--- config.mk ---
export PLATFORM = sky130hd
export DESIGN_NAME = audio_dac_stream_flat
export DESIGN_NICKNAME = d
export VERILOG_FILES = /design/src/rtl/audio_dac_stream_if.sv /design/src/rtl/audio_dac_stream.sv /design/src/flat_wrapper.sv
export SDC_FILE = /design/constraint.sdc
export NUM_CORES = 1
export LEC_CHECK = 0
export BUFFER_PORTS_ARGS = -buffer_cell sky130_fd_sc_hd__buf_2
export CORE_MARGIN = 3
export CORE_UTILIZATION = 45
export DETAILED_ROUTE_END_ITERATION = 12
export PLACE_DENSITY = 0.63
export RECOVER_POWER = 25
export SLEW_MARGIN = 20
export SYNTH_ARGS = -nofsm -noshare
export SYNTH_HDL_FRONTEND = slang
export SYNTH_SLANG_ARGS = --single-unit
--- constraint.sdc ---
create_clock -name clock_50Mhz -period 2.89 [get_ports clock_50Mhz]
set_input_delay 0 -clock clock_50Mhz [delete_from_list [all_inputs] [get_ports clock_50Mhz]]
set_output_delay 0 -clock clock_50Mhz [all_outputs]
set_load 0.02 [all_outputs]
--- src/rtl/audio_dac_stream_if.sv ---
// +----------------------------------------------------------------------------+
// | audio_dac_stream_if                                                        |
// | Sample-stream inputs and serial-DAC / status outputs of audio_dac_stream.  |
// | Rev 1.0                                                                    |
// +----------------------------------------------------------------------------+
`default_nettype none

interface audio_dac_stream_if;
    logic        enable;
    logic        sample_strobe;
    logic [7:0]  sample_in;
    logic        clear_overflow;
    logic        dac_sclk;
    logic        dac_mosi;
    logic        dac_cs_n;
    logic        busy;
    logic        fifo_overflow;
    logic [15:0] frames_sent;

    modport master (
        output enable, sample_strobe, sample_in, clear_overflow,
        input  dac_sclk, dac_mosi, dac_cs_n, busy, fifo_overflow, frames_sent
    );

    modport slave (
        input  enable, sample_strobe, sample_in, clear_overflow,
        output dac_sclk, dac_mosi, dac_cs_n, busy, fifo_overflow, frames_sent
    );
endinterface

`default_nettype wire

--- src/rtl/audio_dac_stream.sv ---
// +----------------------------------------------------------------------------+
// | audio_dac_stream                                                           |
// | Buffers strobed 8-bit samples and sends each as a 16-bit SPI DAC frame.    |
// | Optional macro AUDIO_DAC_MIDSCALE_PARK_EN: park frame (0x80) on disable.   |
// | Rev 1.0                                                                    |
// +----------------------------------------------------------------------------+
`default_nettype none

module audio_dac_stream #(
    parameter int       SCLK_DIV   = 4,
    parameter int       FIFO_DEPTH = 4,
    parameter logic [3:0] DAC_CMD  = 4'b0011,
    parameter int       GAP_CYCLES = 8
) (
    input  wire logic          clock_50Mhz,
    input  wire logic          reset_n,
    audio_dac_stream_if.slave  bus
);

    localparam int              c_AW       = (FIFO_DEPTH > 1) ? $clog2(FIFO_DEPTH) : 1;
    localparam logic [c_AW:0]   c_DEPTH    = (c_AW + 1)'(FIFO_DEPTH);
    localparam logic [15:0]     c_DIV_LAST = 16'(SCLK_DIV - 1);
    localparam logic [15:0]     c_GAP_LAST = 16'(GAP_CYCLES - 1);
    localparam logic [7:0]      c_MIDSCALE = 8'h80;

    typedef enum logic [1:0] {
        S_IDLE  = 2'd0,
        S_LOAD  = 2'd1,
        S_SHIFT = 2'd2,
        S_DONE  = 2'd3
    } state_t;

    state_t            r_state;
    logic [7:0]        r_mem [FIFO_DEPTH];
    logic [c_AW-1:0]   r_wptr;
    logic [c_AW-1:0]   r_rptr;
    logic [c_AW:0]     r_count;
    logic              r_ovf;
    logic [15:0]       r_shift;
    logic [15:0]       r_div;
    logic [4:0]        r_half;
    logic              r_sclk;
    logic              r_mosi;
    logic              r_cs_n;
    logic [15:0]       r_frames_sent;

    logic w_park_want;
    logic w_push_req;
    logic w_pop;
    logic w_push;
    logic w_drop;

    // A pending park frame is served before any queued sample.
    assign w_pop      = (r_state == S_IDLE) && bus.enable && (r_count != '0) && !w_park_want;
    assign w_push_req = bus.sample_strobe && bus.enable;
    assign w_push     = w_push_req && ((r_count < c_DEPTH) || w_pop);
    assign w_drop     = w_push_req && !w_push;

`ifdef AUDIO_DAC_MIDSCALE_PARK_EN
    logic r_en_d;
    logic r_park_pend;

    always_ff @(posedge clock_50Mhz or negedge reset_n) begin
        if (!reset_n) begin
            r_en_d      <= 1'b0;
            r_park_pend <= 1'b0;
        end else begin
            r_en_d      <= bus.enable;
            r_park_pend <= w_park_want && (r_state != S_IDLE);
        end
    end

    assign w_park_want = r_park_pend | (r_en_d & ~bus.enable);
`else
    assign w_park_want = 1'b0;
`endif

    always_ff @(posedge clock_50Mhz) begin
        if (w_push) begin
            r_mem[r_wptr] <= bus.sample_in;
        end
    end

    always_ff @(posedge clock_50Mhz or negedge reset_n) begin
        if (!reset_n) begin
            r_wptr  <= '0;
            r_rptr  <= '0;
            r_count <= '0;
            r_ovf   <= 1'b0;
        end else begin
            if (!bus.enable) begin
                r_wptr  <= '0;
                r_rptr  <= '0;
                r_count <= '0;
            end else begin
                if (w_push) r_wptr <= r_wptr + 1'b1;
                if (w_pop)  r_rptr <= r_rptr + 1'b1;
                if (w_push && !w_pop)      r_count <= r_count + 1'b1;
                else if (!w_push && w_pop) r_count <= r_count - 1'b1;
            end
            // A drop in the same cycle as a clear keeps the flag set.
            if (w_drop)                  r_ovf <= 1'b1;
            else if (bus.clear_overflow) r_ovf <= 1'b0;
        end
    end

    always_ff @(posedge clock_50Mhz or negedge reset_n) begin
        if (!reset_n) begin
            r_state       <= S_IDLE;
            r_shift       <= '0;
            r_div         <= '0;
            r_half        <= '0;
            r_sclk        <= 1'b0;
            r_mosi        <= 1'b0;
            r_cs_n        <= 1'b1;
            r_frames_sent <= '0;
        end else begin
            case (r_state)
                S_IDLE: begin
                    r_div <= '0;
                    if (w_park_want) begin
                        r_shift <= {DAC_CMD, c_MIDSCALE, 4'b0000};
                        r_state <= S_LOAD;
                    end else if (w_pop) begin
                        r_shift <= {DAC_CMD, r_mem[r_rptr], 4'b0000};
                        r_state <= S_LOAD;
                    end
                end
                S_LOAD: begin
                    // First LOAD cycle only asserts chip select; the setup hold follows.
                    if (r_cs_n) begin
                        r_cs_n <= 1'b0;
                        r_mosi <= r_shift[15];
                        r_div  <= '0;
                    end else if (r_div == c_DIV_LAST) begin
                        r_div   <= '0;
                        r_half  <= '0;
                        r_sclk  <= 1'b1;
                        r_state <= S_SHIFT;
                    end else begin
                        r_div <= r_div + 1'b1;
                    end
                end
                S_SHIFT: begin
                    if (r_div == c_DIV_LAST) begin
                        r_div  <= '0;
                        r_half <= r_half + 1'b1;
                        if (r_sclk) begin
                            r_sclk  <= 1'b0;
                            r_mosi  <= r_shift[14];
                            r_shift <= {r_shift[14:0], 1'b0};
                        end else if (r_half == 5'd31) begin
                            r_cs_n        <= 1'b1;
                            r_mosi        <= 1'b0;
                            r_frames_sent <= r_frames_sent + 1'b1;
                            r_state       <= S_DONE;
                        end else begin
                            r_sclk <= 1'b1;
                        end
                    end else begin
                        r_div <= r_div + 1'b1;
                    end
                end
                S_DONE: begin
                    if (r_div == c_GAP_LAST) begin
                        r_div   <= '0;
                        r_state <= S_IDLE;
                    end else begin
                        r_div <= r_div + 1'b1;
                    end
                end
                default: r_state <= S_IDLE;
            endcase
        end
    end

    assign bus.dac_sclk      = r_sclk;
    assign bus.dac_mosi      = r_mosi;
    assign bus.dac_cs_n      = r_cs_n;
    assign bus.fifo_overflow = r_ovf;
    assign bus.frames_sent   = r_frames_sent;
    assign bus.busy          = (r_state != S_IDLE) || (r_count != '0) || w_park_want;

endmodule

`default_nettype wire

--- src/flat_wrapper.sv ---
// flat-port wrapper written by rule: the top's interface ports become plain ports
module audio_dac_stream_flat 
#(
    parameter int       SCLK_DIV   = 4,
    parameter int       FIFO_DEPTH = 4,
    parameter logic [3:0] DAC_CMD  = 4'b0011,
    parameter int       GAP_CYCLES = 8
)
  (clock_50Mhz, reset_n, bus_enable, bus_sample_strobe, bus_sample_in, bus_clear_overflow, bus_dac_sclk, bus_dac_mosi, bus_dac_cs_n, bus_busy, bus_fifo_overflow, bus_frames_sent);
  audio_dac_stream_if bus_i ();
  input  wire logic clock_50Mhz;
  input  wire logic reset_n;
  input wire logic [$bits(bus_i.enable)-1:0] bus_enable;
  input wire logic [$bits(bus_i.sample_strobe)-1:0] bus_sample_strobe;
  input wire logic [$bits(bus_i.sample_in)-1:0] bus_sample_in;
  input wire logic [$bits(bus_i.clear_overflow)-1:0] bus_clear_overflow;
  output wire logic [$bits(bus_i.dac_sclk)-1:0] bus_dac_sclk;
  output wire logic [$bits(bus_i.dac_mosi)-1:0] bus_dac_mosi;
  output wire logic [$bits(bus_i.dac_cs_n)-1:0] bus_dac_cs_n;
  output wire logic [$bits(bus_i.busy)-1:0] bus_busy;
  output wire logic [$bits(bus_i.fifo_overflow)-1:0] bus_fifo_overflow;
  output wire logic [$bits(bus_i.frames_sent)-1:0] bus_frames_sent;
  assign bus_i.enable = bus_enable;
  assign bus_i.sample_strobe = bus_sample_strobe;
  assign bus_i.sample_in = bus_sample_in;
  assign bus_i.clear_overflow = bus_clear_overflow;
  assign bus_dac_sclk = bus_i.dac_sclk;
  assign bus_dac_mosi = bus_i.dac_mosi;
  assign bus_dac_cs_n = bus_i.dac_cs_n;
  assign bus_busy = bus_i.busy;
  assign bus_fifo_overflow = bus_i.fifo_overflow;
  assign bus_frames_sent = bus_i.frames_sent;
  audio_dac_stream #(.SCLK_DIV(SCLK_DIV), .FIFO_DEPTH(FIFO_DEPTH), .DAC_CMD(DAC_CMD), .GAP_CYCLES(GAP_CYCLES)) u_core (.clock_50Mhz(clock_50Mhz), .reset_n(reset_n), .bus(bus_i));
endmodule
==> metrics, run 1 <==
total of max-cap violations=0; Worst Path Arrival=2.81 ns; post-route standard cell area excluding fillers=5180 um^2; critical path capture point type=flip-flop; core region area=9860 um^2; Initial Utilization=0.466; pin count of the biggest net entering global routing=41; Final Hold Violating Endpoints=0; headroom to the max-slew limit=0.195; Critical Path, Cell by Cell=inv_1 > ha_2 > o31a_1 > nand2_1 > and2_1 > fa_1 > nand2_1 > o32a_1 > o221a_2; TritonCTS Buffers=9; first-pass GRT wire length=15.0 mm; iteration count of the initial detailed-routing pass=4; total length of routed wires=8.34 mm; TritonCTS clock tree=yes; Clock transition at path regs=0.10 ns; die area=11500 um^2; via count of the first global-routing pass=3052; maximum count of clock buffers along a single path=2; Final Slew Violations=0; Critical Path Start Type=flip-flop; number of antenna violations at the first check in global routing=0; power density over the cells=465 nW/um^2; overall die width=107 um; Leak=2.20 nW; transition time at the pin with the least slew margin=1.21 ns; skew final=0.0115 ns; worst-case vdd ir drop=0.284 mV; layout cell share with drive strength beyond 1=0.164; cell area after synthesis=4590 um^2; critical-path cell with the highest stage delay=fa_1; Syn-to-layout area delta=12.8%; DPL Wire Length=5.73 mm; clock tree sinks=94; Clk Latency, worst-skew pair=0.36 ns; Via-to-Cell Ratio=5.29; weighted congestion at the end of routability-driven global placement=0.788; average detailed-routed wire length per instance=14.4 um; worst-path fanout max=12; Clock Root Buffer=clkbuf_8; worst path setup slack after routing=0.335 ns; Diodes inserted=0; fraction of synthesis flops using an asynchronous set or reset pin=0.660; flip-flop and latch count after synthesis=94; maximum clock frequency=391 MHz; total cell area at the placement stage=4880 um^2; number of antenna-violating nets in the routed design=0; required time of the worst setup path=3.15 ns; Detailed Route Iter0 Violations=182; unrepaired setup endpoints after global routing=no; sequential share of the synthesized area=0.547; total number of placement rows=36; PnR Total Power=0.00241 W; Final nets=468; total of buffers placed on input and output ports=33; min Tclk post-route=2.55 ns; Critical Setup Path Class=reg2reg; stage delay of the slowest cell on the critical path=0.53 ns; floorplan die height=107 um; run status=finished, final reports clean; number of setup violations in the final report=0; Mapped Nets=424; global routing usage summed across all routing layers=0.162; Period Utilization, post-route=0.884; worst min-delay path category=in2reg; prevailing post-synth register cell=dfrtp_1; total via count after detailed routing=3065; Cell variety after synth=59; Yosys Warn Count=0; number of synthesized flops with an enable pin=32; cell count after synthesis=397; leftover overflow at the end of global routing=0; Sum Neg Setup Slack=0 ns; worst hold margin=0.116 ns; Avg Cell Area, Syn=11.6 um^2; H-tree lvl count=3; dpl ws=0.252 ns; io pins=34; number of remaining DRC errors=0; dominant cell type by count on the critical path=nand2_1
path summary, 6_finish.rpt:
path	cells after the start	end	slack, ns	from
worst max-delay path	9	u_core.r_count[1]	0.34	u_core.r_state[0]
worst min-delay path	4	u_core.r_count[0]	0.12	bus_sample_strobe
worst max register to register	9	u_core.r_count[1]	0.34	u_core.r_state[0]
worst min register to register	1	u_core.r_div[0]	0.46	u_core.r_div[0]
max in group asynchronous	3	u_core.r_div[7]	1.32	reset_n
min in group asynchronous	2	u_core.r_div[13]	0.40	reset_n
power by group:
part / internal [W] / switching, W / leakage, nW
logic: 0.0000594 / 0.0000743 / 0.992
registers: 0.00141 / 0.0000221 / 1.12
clock network: 0.000334 / 0.000513 / 0.0878
total: 0.00180 / 0.000609 / 2.20
final cells by class:
class / count / area (um^2)
clock buffer: 9 / 124
multi-input combinational: 263 / 1910
fill: 864 / 4680
timing repair buffer: 51 / 319
sequential: 94 / 2510
tap: 133 / 166
inverter: 22 / 82.6
clock inverter: 7 / 65.1
metrics by stage:
stage          instances  utilization
6_report             579        0.525
5_1_grt              579        0.525
4_1_cts              579        0.526
3_5_place_dp         551        0.495
3_3_place_gp         551        0.495
2_1_floorplan        397            -
routing by layer:
metal | part of all wire | global-route usage | vias up | wire, um
met5 | 0 | 0 | - | 0
met4 | 0.013 | 0.0438 | 0 | 105
met3 | 0.023 | 0.0349 | 10 | 192
met2 | 0.48 | 0.259 | 41 | 3990
met1 | 0.49 | 0.224 | 1506 | 4060
li1 | - | - | 1508 | -
sequential cells by signal, indices dropped and copies added, names as in the netlist:
signal and flops:
u_core.r_mem 32, u_core.r_count 3, u_core.bus.dac_sclk 1, u_core.r_half 5, u_core.bus.dac_mosi 1, u_core.r_shift 12
u_core.bus.frames_sent 16, u_core.r_rptr 2, u_core.bus.dac_cs_n 1, u_core.bus.fifo_overflow 1, u_core.r_wptr 2, u_core.r_state 2
u_core.r_div 16
synth_stat cells (all sizes together) (2+ instances only):
library cell  instances  area (um^2)
nand2                43          161
a32o                  2         20.0
xor2                 15          131
xnor2                17          149
inv                  22         82.6
nor4b                 2         23.8
dfrtp                61         1530
and3                  7         43.8
buf                   9         56.3
and4                  2         17.5
mux2i                 3         30.0
o221a                 2         22.5
nand2b                4         25.0
or2                   2         12.5
ha                   13          163
a21oi                16         83.8
nand3                15         75.1
a41oi                 9         78.8
o21ai                16         83.8
a21o                  3         22.5
o31ai                 2         15.0
nor4                  7          104
nor3                  9         60.1
edfxtp               32          961
nand4                10         68.8
and2                  9         56.3
clkbuf                9         33.8
mux2                  2         22.5
mux4                  8          180
nor2                 29          111
cells in the final DEF, fill, tap and decap left out, types with 15 or more instances in the layout:
master | synthesis | layout
edfxtp_1 | 32 | 32
xor2_1 | 15 | 15
nor2_1 | 28 | 28
xnor2_1 | 17 | 17
inv_1 | 22 | 22
nand2_1 | 43 | 43
dfrtp_1 | 61 | 61
a21oi_1 | 15 | 15
nand3_1 | 15 | 15
buf_2 | 6 | 24
logic make-up after synthesis:
| logic type | Yosys count | synth area share |
|---|---|---|
| muxes | 13 | 0.0507 |
| and+or+nand+nor | 142 | 0.170 |
| adders and majority gates | 14 | 0.0398 |
| buffers and inverters | 40 | 0.0376 |
| AOI/OAI and AO/OA | 62 | 0.0934 |
| DFF | 94 | 0.547 |
| xor gates and xnor gates | 32 | 0.0610 |
what timing repair did:
action                                  CTS  global route
setup buffers                             0             0
hold endpoints to repair                 62             0
hold buffers                             12             0
endpoints found under the setup margin    0             1
resized for setup                         0             1
critical path, delay by kind of cell (launching register included):
kind,cells,cell delay [ns]
flip-flops,1,0.41
adder cells (fa/ha/maj),2,0.85
AO/OA/AOI/OAI,3,0.69
AND/OR/NAND/NOR,3,0.38
buffers and inverters,1,0.13
Power figures use the tool's default switching activity.
==> inputs of run 2 (changes only) <==
--- a/config.mk
+++ b/config.mk
@@ -11,3 +11,3 @@
 export DETAILED_ROUTE_END_ITERATION = 12
-export PLACE_DENSITY = 0.63
+export PLACE_DENSITY = 0.65
 export RECOVER_POWER = 25
==> constraint.sdc (replaced) <==
create_clock -name clock_50Mhz -period 2.89 [get_ports clock_50Mhz]
set_input_delay 0.578 -clock clock_50Mhz [delete_from_list [all_inputs] [get_ports clock_50Mhz]]
set_output_delay 0.578 -clock clock_50Mhz [all_outputs]
set_load 0.02 [all_outputs]
==> run 2 against run 1 <==
  * The flow now finishes with violations (capacitance limit, slew limit)
  * Die area is the same
  * Clock skew is essentially flat
  * Flip-flop and latch count is the same
  * Wire length grew 1.2%
  * Cell count shrank 2.1%
  * Setup slack lost 0.12 ns
  * Via count shrank 0.46%
  * Hold slack gained 0.29 ns
  * Fmax shrank 4.6%
  * Global-route usage shrank 0.54 points
  * Critical path depth is the same
  * Register-to-register slack lost 0.12 ns
==> metrics, run 2 (synthesis gave the netlist of run 1 again) <==
layout cell share with drive strength beyond 1=0.168 (+0.00453); average detailed-routed wire length per instance=14.9 um (+3.4%); TritonCTS clock tree=yes; portion of total power attributed to sequential cells=0.589 (-0.004); worst reg2reg startpoint=u_core.r_state[1]; total of max-cap violations=1 (+1); worst-case vdd ir drop=0.348 mV (+23%); run status=finished, violations left; transition time at the pin with the least slew margin=1.57 ns (+0.363 ns); layout filler cell count=880 (+1.9%); Leak=2.17 nW (-1.6%); area occupied by multi-input gates=1910 um^2 (-0.13%); Sequential cell area=2510 um^2 (unchanged); power density over the cells=479 nW/um^2 (+2.9%); clock tree sinks=94 (unchanged); floorplan die height=107 um (unchanged); Detailed Route Iter0 Violations=279 (+53%); Via-to-Cell Ratio=5.38 (+1.6%); DPL Wire Length=5.77 mm (+0.63%); core region area=9860 um^2 (unchanged); Largest register FFs=32 (unchanged); critical path capture point type=flip-flop; non-filler instance count after layout=567 (-2.1%); reported net switching power=0.000626 W (+2.7%); H-tree lvl count=3 (unchanged); most used cells in the layout excluding fill and tap cells=61 x dfrtp_1, 43 x nand2_1, 32 x edfxtp_1; unrepaired setup endpoints after global routing=no; worst-path fanout max=12 (unchanged); part of the total power dissipated in the clock network=0.361 (+0.010); Final nets=456 (-2.6%); via count of the first global-routing pass=2931 (-4.0%); iteration count of the initial detailed-routing pass=5 (+1); Critical Setup Path Class=reg2reg; switching power as a share of total power=0.258 (+0.00518); total via count after detailed routing=3051 (-0.46%); number of antenna-violating nets in the routed design=0 (unchanged); number of setup violations in the final report=0 (unchanged); launching element of the worst setup path=u_core.r_state[1]; skew final=0.0111 ns (-0.000314 ns); pin count of the biggest net entering global routing=63 (+54%); first-pass GRT wire length=14.3 mm (-4.6%); Initial Utilization=0.466 (unchanged); total number of placement rows=36 (unchanged); leftover overflow at the end of global routing=0 (unchanged); Final Slew Violations=63 (+63); dpl ws=0.231 ns (-0.0210 ns); io pins=34 (unchanged); largest reg by FF count=u_core.r_mem; combinational group share of total power=0.050 (-0.005); die area=11500 um^2 (unchanged); hold buffer count at CTS=0 (-12); number of antenna violations at the first check in global routing=0 (unchanged); maximum count of clock buffers along a single path=2 (unchanged); Clock Root Buffer=clkbuf_8; total of buffers placed on input and output ports=33 (unchanged); maximum clock frequency=373 MHz (-4.6%); TritonCTS Buffers=9 (unchanged); Critical Path Start Type=flip-flop; post-cts sizing count=0 (unchanged); failing checks=capacitance limit, slew limit; Syn-to-layout area delta=10.3%; Layout Utilization=0.514 (-0.0114); Worst Path Arrival=2.93 ns (+0.12 ns); headroom to the max-slew limit=-0.0466 (-0.242); post-CTS setup buffer count=0 (unchanged); Diodes inserted=0 (unchanged); overall die width=107 um (unchanged); weighted congestion at the end of routability-driven global placement=0.772 (-2.1%); required time of the worst setup path=3.14 ns (about the same); min Tclk post-route=2.68 ns (+0.123 ns); total length of routed wires=8.44 mm (+1.2%); worst min-delay path category=in2reg; most common cell after layout, fill and taps aside=dfrtp_1; start point of the worst hold path=bus_clear_overflow; number of remaining DRC errors=0 (unchanged); Sum Neg Setup Slack=0 ns (unchanged); number of placed instances, taps included=551 (unchanged); Period Utilization, post-route=0.927 (+0.0425); worst path setup slack after routing=0.212 ns (-0.123 ns); global routing usage summed across all routing layers=0.157 (-0.00543); Clock transition at path regs=0.10 ns (about the same); Clk Latency, worst-skew pair=0.36 ns (about the same); Int Pwr=0.00180 W (about the same); Final Hold Violating Endpoints=0 (unchanged)
[run 2: cell types whose count changed in the layout (fill, tap and decap cells not counted), sizes merged]
| cell | previous run | this run |
|---|---|---|
| clkinv | 0 | 3 |
| clkinvlp | 3 | 0 |
| dlygate4sd3 | 12 | 0 |
[run 2: routing by layer]
layer  vias up  routed length [um]  track usage
met2        53                4030        0.244
met3         5                 287       0.0361
met1      1511                4040        0.219
met5         -                   0            0
met4         0                  82       0.0447
li1       1482                   -            -
[run 2: final timing paths]
kind / to / slack, ns / cells past startpoint
setup / recovery: u_core.r_count[1] / 0.21 / 9
hold / removal: u_core.bus.fifo_overflow / 0.41 / 2
setup reg to reg: u_core.r_count[1] / 0.21 / 9
hold reg to reg: u_core.r_div[0] / 0.45 / 1
max in group asynchronous: u_core.r_rptr[1] / 1.27 / 2
min in group asynchronous: u_core.r_div[8] / 0.69 / 2
[run 2: worst max-delay path, stage by stage, from the launching register on]
cell     delay (ns)
dfrtp_1        0.43
inv_1          0.13
ha_1           0.40
o31a_1         0.30
nand2_1        0.12
and2_1         0.19
fa_1           0.52
nand2_1        0.06
o32a_1         0.15
o221a_2        0.27
[run 2: power by group through the flow]
stage	clock network (W)	logic [W]	registers, W
after floorplan	0	0.0000780	0.00145
after global placement	0	0.000120	0.00145
after detailed placement	0	0.000126	0.00146
after CTS	0.000911	0.000126	0.00143
after global routing	0.000957	0.000138	0.00143
final	0.000876	0.000121	0.00143
[run 2: layout make-up]
class / count / area share
Inverter: 22 / 0.0163
Clock buffer: 9 / 0.0244
Timing Repair Buffer: 39 / 0.0390
Clock inverter: 7 / 0.0151
Tap cell: 133 / 0.0328
Multi-Input combinational cell: 263 / 0.376
Sequential cell: 94 / 0.496
[run 2: stage by stage]
step                      area, um^2  power, W  hold WS [ns]
after floorplan                 4590   0.00153         0.282
after global placement          4880   0.00157         0.439
after detailed placement        4880   0.00158         0.443
after CTS                       5080   0.00247         0.382
after global routing            5070   0.00253         0.389
final                           5070   0.00243         0.407
